## config.mk

```make
export PLATFORM = sky130hd
export DESIGN_NAME = qmax_ctrl_flat
export DESIGN_NICKNAME = d
export VERILOG_FILES = /design/src/rtl/qmax_ctrl_if.sv /design/src/rtl/qmax_ctrl.sv /design/src/flat_wrapper.sv
export SDC_FILE = /design/constraint.sdc
export NUM_CORES = 1
export LEC_CHECK = 0
export CORE_UTILIZATION = 35
export DETAILED_ROUTE_END_ITERATION = 7
export GPL_ROUTABILITY_DRIVEN = 0
export HOLD_SLACK_MARGIN = 0.15
export PLACE_DENSITY = 0.75
export SLEW_MARGIN = 20
export SYNTH_ARGS = -nofsm -noshare
export SYNTH_HDL_FRONTEND = slang
export SYNTH_SLANG_ARGS = --single-unit
```

## constraint.sdc

```tcl
create_clock -name clk -period 2 [get_ports clk]
set_input_delay 0.2 -clock clk [delete_from_list [all_inputs] [get_ports clk]]
set_output_delay 0.2 -clock clk [all_outputs]
set_load 0.005 [all_outputs]
```

## src/rtl/qmax_ctrl_if.sv

```systemverilog
// rtl/qmax_ctrl_if.sv - request, response and BRAM port bundle of the qmax controller
interface qmax_ctrl_if #(
  parameter int ADDR_WIDTH = 8,
  parameter int DATA_WIDTH = 8
);
  logic                  clear;
  logic                  busy;

  logic                  upd_valid;
  logic                  upd_ready;
  logic [ADDR_WIDTH-1:0] upd_addr;
  logic [DATA_WIDTH-1:0] upd_q;
  logic                  upd_done;
  logic                  upd_wrote;

  logic                  lk_valid;
  logic                  lk_ready;
  logic [ADDR_WIDTH-1:0] lk_addr;
  logic                  lk_rvalid;
  logic [DATA_WIDTH-1:0] lk_rdata;

  logic [ADDR_WIDTH-1:0] mem_addr_r;
  logic [ADDR_WIDTH-1:0] mem_addr_w;
  logic                  mem_we;
  logic [DATA_WIDTH-1:0] mem_wdata;
  logic [DATA_WIDTH-1:0] mem_rdata;

  // slave is the controller; master is the pipeline plus the BRAM
  modport slave (
    input  clear, upd_valid, upd_addr, upd_q, lk_valid, lk_addr, mem_rdata,
    output busy, upd_ready, upd_done, upd_wrote, lk_ready, lk_rvalid, lk_rdata,
    output mem_addr_r, mem_addr_w, mem_we, mem_wdata
  );

  modport master (
    output clear, upd_valid, upd_addr, upd_q, lk_valid, lk_addr, mem_rdata,
    input  busy, upd_ready, upd_done, upd_wrote, lk_ready, lk_rvalid, lk_rdata,
    input  mem_addr_r, mem_addr_w, mem_we, mem_wdata
  );
endinterface

```

## src/rtl/qmax_ctrl.sv

```systemverilog
// rtl/qmax_ctrl.sv - qmax BRAM owner: zero-fill, running-max updates, lookup arbitration
module qmax_ctrl #(
  parameter int ADDR_WIDTH = 8,
  parameter int DATA_WIDTH = 8,
  parameter int DEPTH      = 256
) (
  input  logic        clk,
  input  logic        rst_n,
  qmax_ctrl_if.slave  bus
);

  typedef enum logic [1:0] {
    S_CLEAR = 2'd0,
    S_IDLE  = 2'd1,
    S_CMP   = 2'd2
  } state_t;

  localparam logic [ADDR_WIDTH-1:0] LAST_ADDR = ADDR_WIDTH'(DEPTH - 1);

  state_t                state;
  state_t                state_nxt;
  logic [ADDR_WIDTH-1:0] cnt;
  logic [ADDR_WIDTH-1:0] cnt_nxt;
  logic                  clr_pend;
  logic                  clr_pend_nxt;

  logic [ADDR_WIDTH-1:0] addr_r_q;
  logic [ADDR_WIDTH-1:0] lat_addr;
  logic [DATA_WIDTH-1:0] lat_q;
  logic                  rr_upd;
  logic                  lk_rvalid_q;
  logic                  done_q;
  logic                  wrote_q;

  logic                  gnt_upd;
  logic                  gnt_lk;
  logic                  q_gt;
  logic                  we;
  logic [ADDR_WIDTH-1:0] addr_w;
  logic [DATA_WIDTH-1:0] wdata;

  always_ff @(posedge clk or negedge rst_n) begin
    if (!rst_n) begin
      state    <= S_CLEAR;
      cnt      <= '0;
      clr_pend <= 1'b0;
    end else begin
      state    <= state_nxt;
      cnt      <= cnt_nxt;
      clr_pend <= clr_pend_nxt;
    end
  end

  always_comb begin
    state_nxt    = state;
    cnt_nxt      = cnt;
    clr_pend_nxt = clr_pend;
    gnt_upd      = 1'b0;
    gnt_lk       = 1'b0;
    we           = 1'b0;
    addr_w       = lat_addr;
    wdata        = lat_q;
    q_gt         = lat_q > bus.mem_rdata;

    case (state)
      S_CLEAR: begin
        // write enable is held off while reset is asserted
        we      = rst_n;
        addr_w  = cnt;
        wdata   = '0;
        cnt_nxt = cnt + ADDR_WIDTH'(1);
        if (cnt == LAST_ADDR) begin
          state_nxt = S_IDLE;
        end
      end
      S_IDLE: begin
        if (clr_pend) begin
          state_nxt    = S_CLEAR;
          cnt_nxt      = '0;
          clr_pend_nxt = 1'b0;
        end else begin
          if (bus.clear) begin
            clr_pend_nxt = 1'b1;
          end
          gnt_upd = bus.upd_valid && (!bus.lk_valid || rr_upd);
          gnt_lk  = bus.lk_valid && (!bus.upd_valid || !rr_upd);
          if (gnt_upd) begin
            state_nxt = S_CMP;
          end
        end
      end
      S_CMP: begin
        we = q_gt;
        if (bus.clear) begin
          clr_pend_nxt = 1'b1;
        end
        state_nxt = S_IDLE;
      end
      default: begin
        state_nxt = S_CLEAR;
        cnt_nxt   = '0;
      end
    endcase
  end

  always_ff @(posedge clk or negedge rst_n) begin
    if (!rst_n) begin
      addr_r_q    <= '0;
      lat_addr    <= '0;
      lat_q       <= '0;
      rr_upd      <= 1'b1;
      lk_rvalid_q <= 1'b0;
      done_q      <= 1'b0;
      wrote_q     <= 1'b0;
    end else begin
      addr_r_q    <= bus.mem_addr_r;
      lk_rvalid_q <= gnt_lk;
      done_q      <= (state == S_CMP);
      wrote_q     <= (state == S_CMP) && q_gt;
      if (gnt_upd) begin
        lat_addr <= bus.upd_addr;
        lat_q    <= bus.upd_q;
      end
      // the pointer always moves to whoever was not just served
      if (gnt_upd || gnt_lk) begin
        rr_upd <= gnt_lk;
      end
    end
  end

  assign bus.busy       = (state == S_CLEAR) || clr_pend;
  assign bus.upd_ready  = gnt_upd;
  assign bus.lk_ready   = gnt_lk;
  assign bus.upd_done   = done_q;
  assign bus.upd_wrote  = wrote_q;
  assign bus.lk_rvalid  = lk_rvalid_q;
  assign bus.lk_rdata   = bus.mem_rdata;
  assign bus.mem_addr_r = gnt_upd ? bus.upd_addr : (gnt_lk ? bus.lk_addr : addr_r_q);
  assign bus.mem_addr_w = addr_w;
  assign bus.mem_we     = we;
  assign bus.mem_wdata  = wdata;

endmodule

```

## src/flat_wrapper.sv

```systemverilog
// flat-port wrapper written by rule: the top's interface ports become plain ports
module qmax_ctrl_flat 
#(
  parameter int ADDR_WIDTH = 8,
  parameter int DATA_WIDTH = 8,
  parameter int DEPTH      = 256
)
  (clk, rst_n, bus_clear, bus_upd_valid, bus_upd_addr, bus_upd_q, bus_lk_valid, bus_lk_addr, bus_mem_rdata, bus_busy, bus_upd_ready, bus_upd_done, bus_upd_wrote, bus_lk_ready, bus_lk_rvalid, bus_lk_rdata, bus_mem_addr_r, bus_mem_addr_w, bus_mem_we, bus_mem_wdata);
  qmax_ctrl_if #(.ADDR_WIDTH(ADDR_WIDTH), .DATA_WIDTH(DATA_WIDTH)) bus_i ();
  input  logic clk;
  input  logic rst_n;
  input wire logic [$bits(bus_i.clear)-1:0] bus_clear;
  input wire logic [$bits(bus_i.upd_valid)-1:0] bus_upd_valid;
  input wire logic [$bits(bus_i.upd_addr)-1:0] bus_upd_addr;
  input wire logic [$bits(bus_i.upd_q)-1:0] bus_upd_q;
  input wire logic [$bits(bus_i.lk_valid)-1:0] bus_lk_valid;
  input wire logic [$bits(bus_i.lk_addr)-1:0] bus_lk_addr;
  input wire logic [$bits(bus_i.mem_rdata)-1:0] bus_mem_rdata;
  output wire logic [$bits(bus_i.busy)-1:0] bus_busy;
  output wire logic [$bits(bus_i.upd_ready)-1:0] bus_upd_ready;
  output wire logic [$bits(bus_i.upd_done)-1:0] bus_upd_done;
  output wire logic [$bits(bus_i.upd_wrote)-1:0] bus_upd_wrote;
  output wire logic [$bits(bus_i.lk_ready)-1:0] bus_lk_ready;
  output wire logic [$bits(bus_i.lk_rvalid)-1:0] bus_lk_rvalid;
  output wire logic [$bits(bus_i.lk_rdata)-1:0] bus_lk_rdata;
  output wire logic [$bits(bus_i.mem_addr_r)-1:0] bus_mem_addr_r;
  output wire logic [$bits(bus_i.mem_addr_w)-1:0] bus_mem_addr_w;
  output wire logic [$bits(bus_i.mem_we)-1:0] bus_mem_we;
  output wire logic [$bits(bus_i.mem_wdata)-1:0] bus_mem_wdata;
  assign bus_i.clear = bus_clear;
  assign bus_i.upd_valid = bus_upd_valid;
  assign bus_i.upd_addr = bus_upd_addr;
  assign bus_i.upd_q = bus_upd_q;
  assign bus_i.lk_valid = bus_lk_valid;
  assign bus_i.lk_addr = bus_lk_addr;
  assign bus_i.mem_rdata = bus_mem_rdata;
  assign bus_busy = bus_i.busy;
  assign bus_upd_ready = bus_i.upd_ready;
  assign bus_upd_done = bus_i.upd_done;
  assign bus_upd_wrote = bus_i.upd_wrote;
  assign bus_lk_ready = bus_i.lk_ready;
  assign bus_lk_rvalid = bus_i.lk_rvalid;
  assign bus_lk_rdata = bus_i.lk_rdata;
  assign bus_mem_addr_r = bus_i.mem_addr_r;
  assign bus_mem_addr_w = bus_i.mem_addr_w;
  assign bus_mem_we = bus_i.mem_we;
  assign bus_mem_wdata = bus_i.mem_wdata;
  qmax_ctrl #(.ADDR_WIDTH(ADDR_WIDTH), .DATA_WIDTH(DATA_WIDTH), .DEPTH(DEPTH)) u_core (.clk(clk), .rst_n(rst_n), .bus(bus_i));
endmodule
```

==> results.txt, run 1 <==
Result of the run -> finished clean
Area fraction in and, or, nand and nor cells after synthesis -> 14.7%
Synthesized Nets -> 261
Detail-routed net length per standard cell -> 13.2 um
Number of cells on the critical path -> 7
Synthesized-area fraction occupied by ao, oa, aoi and oai cells -> 14.6%
Fillcell total -> 486
Critical path launch point type -> primary input
Share of cell area taken by muxes after synthesis -> 8.16%
Cell at the root of the clock tree -> sky130_fd_sc_hd__clkbuf_8
CTS sink cnt -> 39
Pins over their slew limit -> 0
Number of library cell types mapped by synthesis -> 30
Adder-Cell Fraction of Synth Area -> 5.52%
CTS tree -> built
Start-to-end type of the worst setup path -> in2out
Part of the total power dissipated in the clock network -> 25.4%
Mapped Avg Cell Area -> 9.49 sq um
Power density over the cells -> 805 nW/um^2
N_diodes -> 0
Post-synthesis instance area -> 2040 sq um
Length in cells of the worst reg-to-reg path -> 5
# nets final -> 364
Required @ worst endpoint -> 1800 ps
Number of flops mapped to enable cells by yosys -> 0
Type of element capturing the critical path -> primary output
Count of maximum capacitance violations -> 0
Cell-internal power -> 1.84 mW
Global-route wire length before repair -> 8200 um
Net Sw Power -> 0.799 mW
Register bit total from synthesis -> 39
Die footprint -> 6140 sq um
Worst R2R End -> u_core.lat_q[4]
# IOs -> 76
Combinational family with the most area after synthesis -> simple AND/OR/NAND/NOR gates
Unrepaired setup endpoints after global routing -> true
Worst min-delay path endpoint -> u_core.lat_q[0]
Leakage power of the design -> 1.65 nW
Pin count of the biggest net entering global routing -> 40
Area post-placement -> 3010 sq um
Number of H-tree levels -> 2
Footprint of the flip-flops and latches -> 977 sq um
Slowest library cell on the worst path -> sky130_fd_sc_hd__clkdlybuf4s50_1
Switch share -> 30.3%
Post-Route Skew -> 6.31 ps
Standard-cell row count -> 27
Die Ht -> 78.3 um
Total congestion overflow after global routing -> 0
Worst slew margin relative to its limit -> 67.0%
Actual slew at the worst max-slew pin -> 495 ps
DRT Pass-1 Iters -> 4
Clock latency on the worst-skew pair -> 300 ps
Clock Path Buffers -> 2
Final setup violating endpoints -> 0
Share of synthesized registers carrying an async set or reset -> 100%
Overall power of the completed layout -> 2.64 mW
Clock-pin slew on the worst setup and hold paths -> 80 ps
Half-perimeter wire length after placement -> 3650 um
Delay-heaviest family, CP -> buffers and inverters
Number of port buffers -> 75
Total wire length -> 5160 um
Crit path time final -> 1970 ps
Starting density of the core -> 36.6%
Start point of the worst hold path -> bus_upd_q[0]
Finished layout cell area -> 3270 sq um
Cell depth of the worst hold path -> 3
Post-synthesis instance total -> 215
Core area -> 5570 sq um
Via count of the routed design -> 1877
Seq/Total Area, Yosys -> 47.9%
DRC Markers -> 0
Post-synthesis share of cell area spent on xor and xnor gates -> 0%
Most used flip-flop cell after synthesis -> sky130_fd_sc_hd__dfrtp_1
Initial antenna violation count -> 0
Number of endpoints with negative hold slack in the final report -> 0
ANT nets after route -> 0
Number of global-route vias before repair -> 1795
Max VDD drop -> 0.503 mV
Minimum setup slack among reg-to-reg paths -> 290 ps
Final worst-path cycle share -> 98.3%
Post-layout util -> 58.7%
Share of final-layout standard cells stronger than drive strength 1 -> 25.7%
Worst slack on hold paths -> 433 ps
Synth-to-layout area growth -> 60.5%
Yosys warnings -> 0
Largest fanout of any net on the critical path -> 3
Global-route usage over all layers -> 17.4%
Footprint of the multi-input gates -> 975 sq um
Biggest cell delay along the critical path -> 470 ps
Hold/Removal Path Class -> in2reg
Drt via density -> 4.80
Sequential cell fraction of total power -> 43.0%
Arrival time worst endpoint -> 1770 ps
Cells traversed along the worst timing path -> clkdlybuf4s50_1, inv_1, ha_1, and4_4, a221o_1, nand3_1, buf_2
Part of the power in combinational logic -> 31.6%
Die width -> 78.3 um
Number of DRC markers in iteration 0 -> 87
Clock buffers created by TritonCTS -> 5
Reg2reg start -> u_core.clr_pend
Fmax achieved -> 0.508 GHz
Critical path buffer and inverter count -> 3
flip-flops by register name (all words and copies together), names as in the netlist:
signal	flops
u_core.bus.upd_done	1
u_core.bus.lk_rvalid	1
u_core.addr_r_q	8
u_core.lat_addr	8
u_core.clr_pend	1
u_core.bus.upd_wrote	1
u_core.cnt	8
u_core.state	2
u_core.lat_q	8
u_core.rr_upd	1
how the worst max path moves through the flow:
stage	slack [ps]	endpoint	start
after floorplan	500	bus_mem_we	u_core.lat_q[3]
after global placement	-390	bus_mem_we	bus_mem_rdata[7]
after detailed placement	-420	bus_mem_we	bus_mem_rdata[7]
after CTS	-7	bus_mem_addr_r[3]	u_core.state[1]
after global routing	-40	bus_mem_we	u_core.lat_q[7]
final	30	bus_mem_we	bus_mem_rdata[4]
layer usage:
metal	wire [um]	part of all wire, %	GRT usage (%)
met1	2190	42	19.9
met2	2620	51	30.4
met3	267	5.2	5.58
met4	80	1.5	6.11
met5	0	0	0
cells by family after synthesis:
kind of cell	after synthesis
AOI/OAI and AO/OA	55
adders and majority gates	9
buffers and inverters	37
DFF	39
muxes	15
and+or+nand+nor	60
cells in the final DEF, fill, tap and decap left out, drive strengths merged, types with 2 or more instances in the layout:
cell type       n
a21oi           5
a22o            2
a31oi           3
and2            9
and3            5
and4            2
buf            42
clkbuf         10
clkdlybuf4s50  51
clkinv          2
dfrtp          38
dlygate4sd2    10
dlymetal6s2s    4
ha              9
inv            19
mux2            7
mux2i           8
nand2          28
nand2b          4
nand3           3
nor2            5
o21ai          42
or2             2
cell type report:
cell class / instances / share of cell area, %
repair buffers: 113 / 32.0
flip-flops and latches: 39 / 29.9
multi-input cells: 140 / 29.8
well taps: 72 / 2.75
inverters: 19 / 2.18
clock buffers: 5 / 2.10
clock inverters: 3 / 1.34
per-stage QoR:
stage                     setup TNS (ps)  cells  setup slack, ps
after global placement             -1390    372             -394
after CTS                          -16.3    385            -6.81
after floorplan                        0    215              503
after global routing                -123    391            -41.7
final                                  0    391             33.1
after detailed placement           -1390    372             -424
power groups by stage:
stage               sequential (mW)  combinational, mW  clock, mW
floorplan                      1.10              0.385          0
detailed placement             1.13              0.846          0
global placement               1.12              0.822          0
CTS                            1.12              0.810      0.679
finish                         1.13              0.832      0.670
global route                   1.16              0.932      0.715
worst register-to-register path, stage by stage (launching register included):
cell	delay, ps
sky130_fd_sc_hd__dfrtp_1	420
sky130_fd_sc_hd__nor3b_4	250
sky130_fd_sc_hd__and3_4	280
sky130_fd_sc_hd__buf_16	150
sky130_fd_sc_hd__buf_4	160
sky130_fd_sc_hd__mux2_2	350
timing repair:
| action | 4_1_cts | 5_1_grt |
|---|---|---|
| gates cloned | 1 | 1 |
| hold buffers | 1 | 0 |
| setup endpoints to repair | 27 | 15 |
| resized for setup | 52 | 22 |
| buffers inserted | 3 | 5 |
| pin swaps | 11 | 12 |
| endpoints found under the hold margin | 38 | 0 |
synthesized netlist by cell type, types with 3 or more instances:
library cell | n | area, sq um
sky130_fd_sc_hd__a21oi_1 | 5 | 25.0
sky130_fd_sc_hd__a31oi_1 | 3 | 18.8
sky130_fd_sc_hd__and2_1 | 9 | 56.3
sky130_fd_sc_hd__and3_1 | 5 | 31.3
sky130_fd_sc_hd__buf_2 | 4 | 20.0
sky130_fd_sc_hd__buf_4 | 9 | 67.6
sky130_fd_sc_hd__clkbuf_1 | 4 | 15.0
sky130_fd_sc_hd__dfrtp_1 | 38 | 951
sky130_fd_sc_hd__ha_1 | 9 | 113
sky130_fd_sc_hd__inv_1 | 19 | 71.3
sky130_fd_sc_hd__mux2_2 | 5 | 56.3
sky130_fd_sc_hd__mux2i_1 | 8 | 80.1
sky130_fd_sc_hd__nand2_1 | 28 | 105
sky130_fd_sc_hd__nand2b_1 | 4 | 25.0
sky130_fd_sc_hd__nand3_1 | 3 | 15.0
sky130_fd_sc_hd__nor2_1 | 5 | 18.8
sky130_fd_sc_hd__o21ai_0 | 35 | 175
sky130_fd_sc_hd__o21ai_1 | 7 | 35.0
No activity file was read; power rests on OpenSTA's default activity.
==> run 2, diff against run 1 <==
--- a/config.mk
+++ b/config.mk
@@ -5,6 +5,7 @@
 export SDC_FILE = /design/constraint.sdc
 export NUM_CORES = 1
 export LEC_CHECK = 0
+export CORE_ASPECT_RATIO = 1.75
 export CORE_UTILIZATION = 35
 export DETAILED_ROUTE_END_ITERATION = 7
 export GPL_ROUTABILITY_DRIVEN = 0
==> constraint.sdc (replaced) <==
create_clock -name clk -period 2 [get_ports clk]
set_input_delay 0.4 -clock clk [delete_from_list [all_inputs] [get_ports clk]]
set_output_delay 0.4 -clock clk [all_outputs]
set_load 0.005 [all_outputs]
==> results.txt, run 2 (same netlist as run 1, synthesis figures left out) <==
Routing usage on met2 -> 38.0% (+7.7 points)
Largest fanout of any net on the critical path -> 6 (+3)
Total congestion overflow after global routing -> 0 (unchanged)
Hold/Removal Path Class -> in2async
Worst slew margin relative to its limit -> 66.2% (-0.78 points)
Number of endpoints with negative hold slack in the final report -> 0 (unchanged)
Commonest non-fill, non-tap cell in the layout -> sky130_fd_sc_hd__buf_4
Initial antenna violation count -> 1 (+1)
Count of maximum capacitance violations -> 0 (unchanged)
Global-route wire length before repair -> 9690 um (+18%)
Number of H-tree levels -> 2 (unchanged)
DRT Pass-1 Iters -> 6 (+2)
Clock buffers created by TritonCTS -> 5 (unchanged)
Area post-placement -> 3010 sq um (+0.17%)
Unrepaired setup endpoints after global routing -> true
Arrival time worst endpoint -> 1790 ps (+20 ps)
Pin count of the biggest net entering global routing -> 40 (unchanged)
Worst Slack Setup Final -> -191 ps (-224 ps)
Met3 demand-to-capacity share in global routing -> 3.76% (-1.8 points)
Number of global-route vias before repair -> 2005 (+12%)
DRC Markers -> 0 (unchanged)
Fillcell total -> 493 (+1.4%)
Clock Path Buffers -> 2 (unchanged)
Number of port buffers -> 75 (unchanged)
Synth-to-layout area growth -> 70.5%
Post-Route Skew -> 5.05 ps (-1.26 ps)
Crit path time final -> 2190 ps (+224 ps)
# IOs -> 76 (unchanged)
Clock latency on the worst-skew pair -> 290 ps (about the same)
Hold bufs inserted after CTS -> 0 (-1)
Die width -> 59.7 um (-24%)
Required @ worst endpoint -> 1600 ps (-200 ps)
Via count of the routed design -> 2002 (+6.7%)
Cell at the root of the clock tree -> sky130_fd_sc_hd__clkbuf_8
Number of DRC markers in iteration 0 -> 39 (-55%)
Leakage power of the design -> 1.78 nW (+7.6%)
Pins over their slew limit -> 0 (unchanged)
Finished layout cell area -> 3480 sq um (+6.2%)
Met1 global-route usage -> 23.7% (+3.9 points)
Drt via density -> 4.92 (+2.5%)
Commonest cells after routing, fill and taps aside -> 39 x sky130_fd_sc_hd__buf_4, 38 x sky130_fd_sc_hd__dfrtp_1, 37 x sky130_fd_sc_hd__clkdlybuf4s50_1
Die Ht -> 103 um (+31%)
Critical path launch point type -> flop
Start-to-end type of the worst setup path -> reg2out
# nets final -> 375 (+3.0%)
Gr busiest metal -> met2
CTS tree -> built
Global-route usage over all layers -> 21.6% (+4.2 points)
Actual slew at the worst max-slew pin -> 506 ps (+11.7 ps)
Total wire length -> 6270 um (+21%)
Final worst-path cycle share -> 110% (+11 points)
Final setup violating endpoints -> 10 (+10)
Detail-routed net length per standard cell -> 15.4 um (+17%)
ANT nets after route -> 0 (unchanged)
CTS sink cnt -> 39 (unchanged)
Power density over the cells -> 746 nW/um^2 (-7.3%)
Fmax achieved -> 0.456 GHz (-10%)
Die footprint -> 6150 sq um (+0.20%)
Standard-cell row count -> 36 (+33%)
Clock-pin slew on the worst setup and hold paths -> 70 ps (about the same)
Starting density of the core -> 36.5% (-0.074 points)
Violations in the final reports -> setup timing
Core area -> 5590 sq um (+0.20%)
Half-perimeter wire length after placement -> 3870 um (+6.1%)
Result of the run -> finished with violations
Max VDD drop -> 0.553 mV (+9.9%)
Share of final-layout standard cells stronger than drive strength 1 -> 36.1% (+10 points)
DP Worst Slack -> -826 ps (-402 ps)
Type of element capturing the critical path -> primary output
## run 2: cell count changes in the layout (fill, tap and decap cells not counted), sizes merged, moves of 2 or more
cell | previous run | this run
buf | 42 | 59
clkdlybuf4s50 | 51 | 37
dlygate4sd2 | 10 | 17
clkbuf | 10 | 16
dlymetal6s2s | 4 | 1
clkinv | 2 | 0
## run 2: routing by layer
metal | wire [um] | vias up | share of wire [%]
met4 | 252 | 0 | 4.0
li1 | - | 950 | -
met5 | 0 | - | 0
met1 | 2270 | 959 | 36
met2 | 3560 | 75 | 57
met3 | 185 | 18 | 3.0
## run 2: critical path, cell delays in order, from the launching register on
cell,delay (ps)
sky130_fd_sc_hd__dfrtp_1,410
sky130_fd_sc_hd__nor3b_4,280
sky130_fd_sc_hd__and3_4,270
sky130_fd_sc_hd__buf_12,130
sky130_fd_sc_hd__buf_12,130
sky130_fd_sc_hd__nand2_4,50
sky130_fd_sc_hd__o21ai_2,70
sky130_fd_sc_hd__buf_2,150
## run 2: metrics by stage
| stage | setup TNS, ps | hold slack (ps) | util (%) | std cells | power [mW] |
|---|---|---|---|---|---|
| global route | -2230 | 240 | 62.3 | 407 | 2.79 |
| floorplan | 0 | 104 | - | 215 | 1.48 |
| CTS | -1960 | 211 | 58.8 | 394 | 2.54 |
| global placement | -5210 | 463 | 54.0 | 376 | 1.95 |
| detailed placement | -5440 | 490 | 54.0 | 376 | 1.99 |
| finish | -1390 | 199 | 62.3 | 407 | 2.59 |
## run 2: final timing paths
| check | start | end | slack [ps] | depth (start not counted) |
|---|---|---|---|---|
| worst max-delay path | u_core.clr_pend | bus_mem_addr_r[3] | -190 | 7 |
| worst min-delay path | rst_n | u_core.bus.upd_done | 200 | 2 |
| worst max register to register | u_core.clr_pend | u_core.lat_q[6] | 270 | 5 |
| worst min register to register | u_core.rr_upd | u_core.rr_upd | 500 | 2 |
| max in group asynchronous | rst_n | u_core.rr_upd | 1440 | 2 |
| min in group clk | u_core.rr_upd | u_core.rr_upd | 500 | 2 |
## run 2: area by class of cell
| cell class | instances | area [sq um] | share of cell area (%) |
|---|---|---|---|
| repair buffers | 124 | 1140 | 32.8 |
| multi-input cells | 140 | 1090 | 31.4 |
| clock buffers | 8 | 100 | 2.88 |
| inverters | 19 | 71.3 | 2.05 |
| well taps | 76 | 95.1 | 2.73 |
| diodes | 1 | 2.50 | 0.0720 |
| flip-flops and latches | 39 | 977 | 28.1 |
## run 2: timing repair
action	in CTS	in global routing
cloned	4	0
endpoints found under the setup margin	28	19
pin swaps	22	14
resized for setup	100	49
setup buffers	6	12
## run 2: report_power, final
group / leakage [nW] / internal, mW / switching [mW]
combinational: 1.24 / 0.485 / 0.390
sequential: 0.485 / 0.987 / 0.156
clock: 0.0515 / 0.315 / 0.262
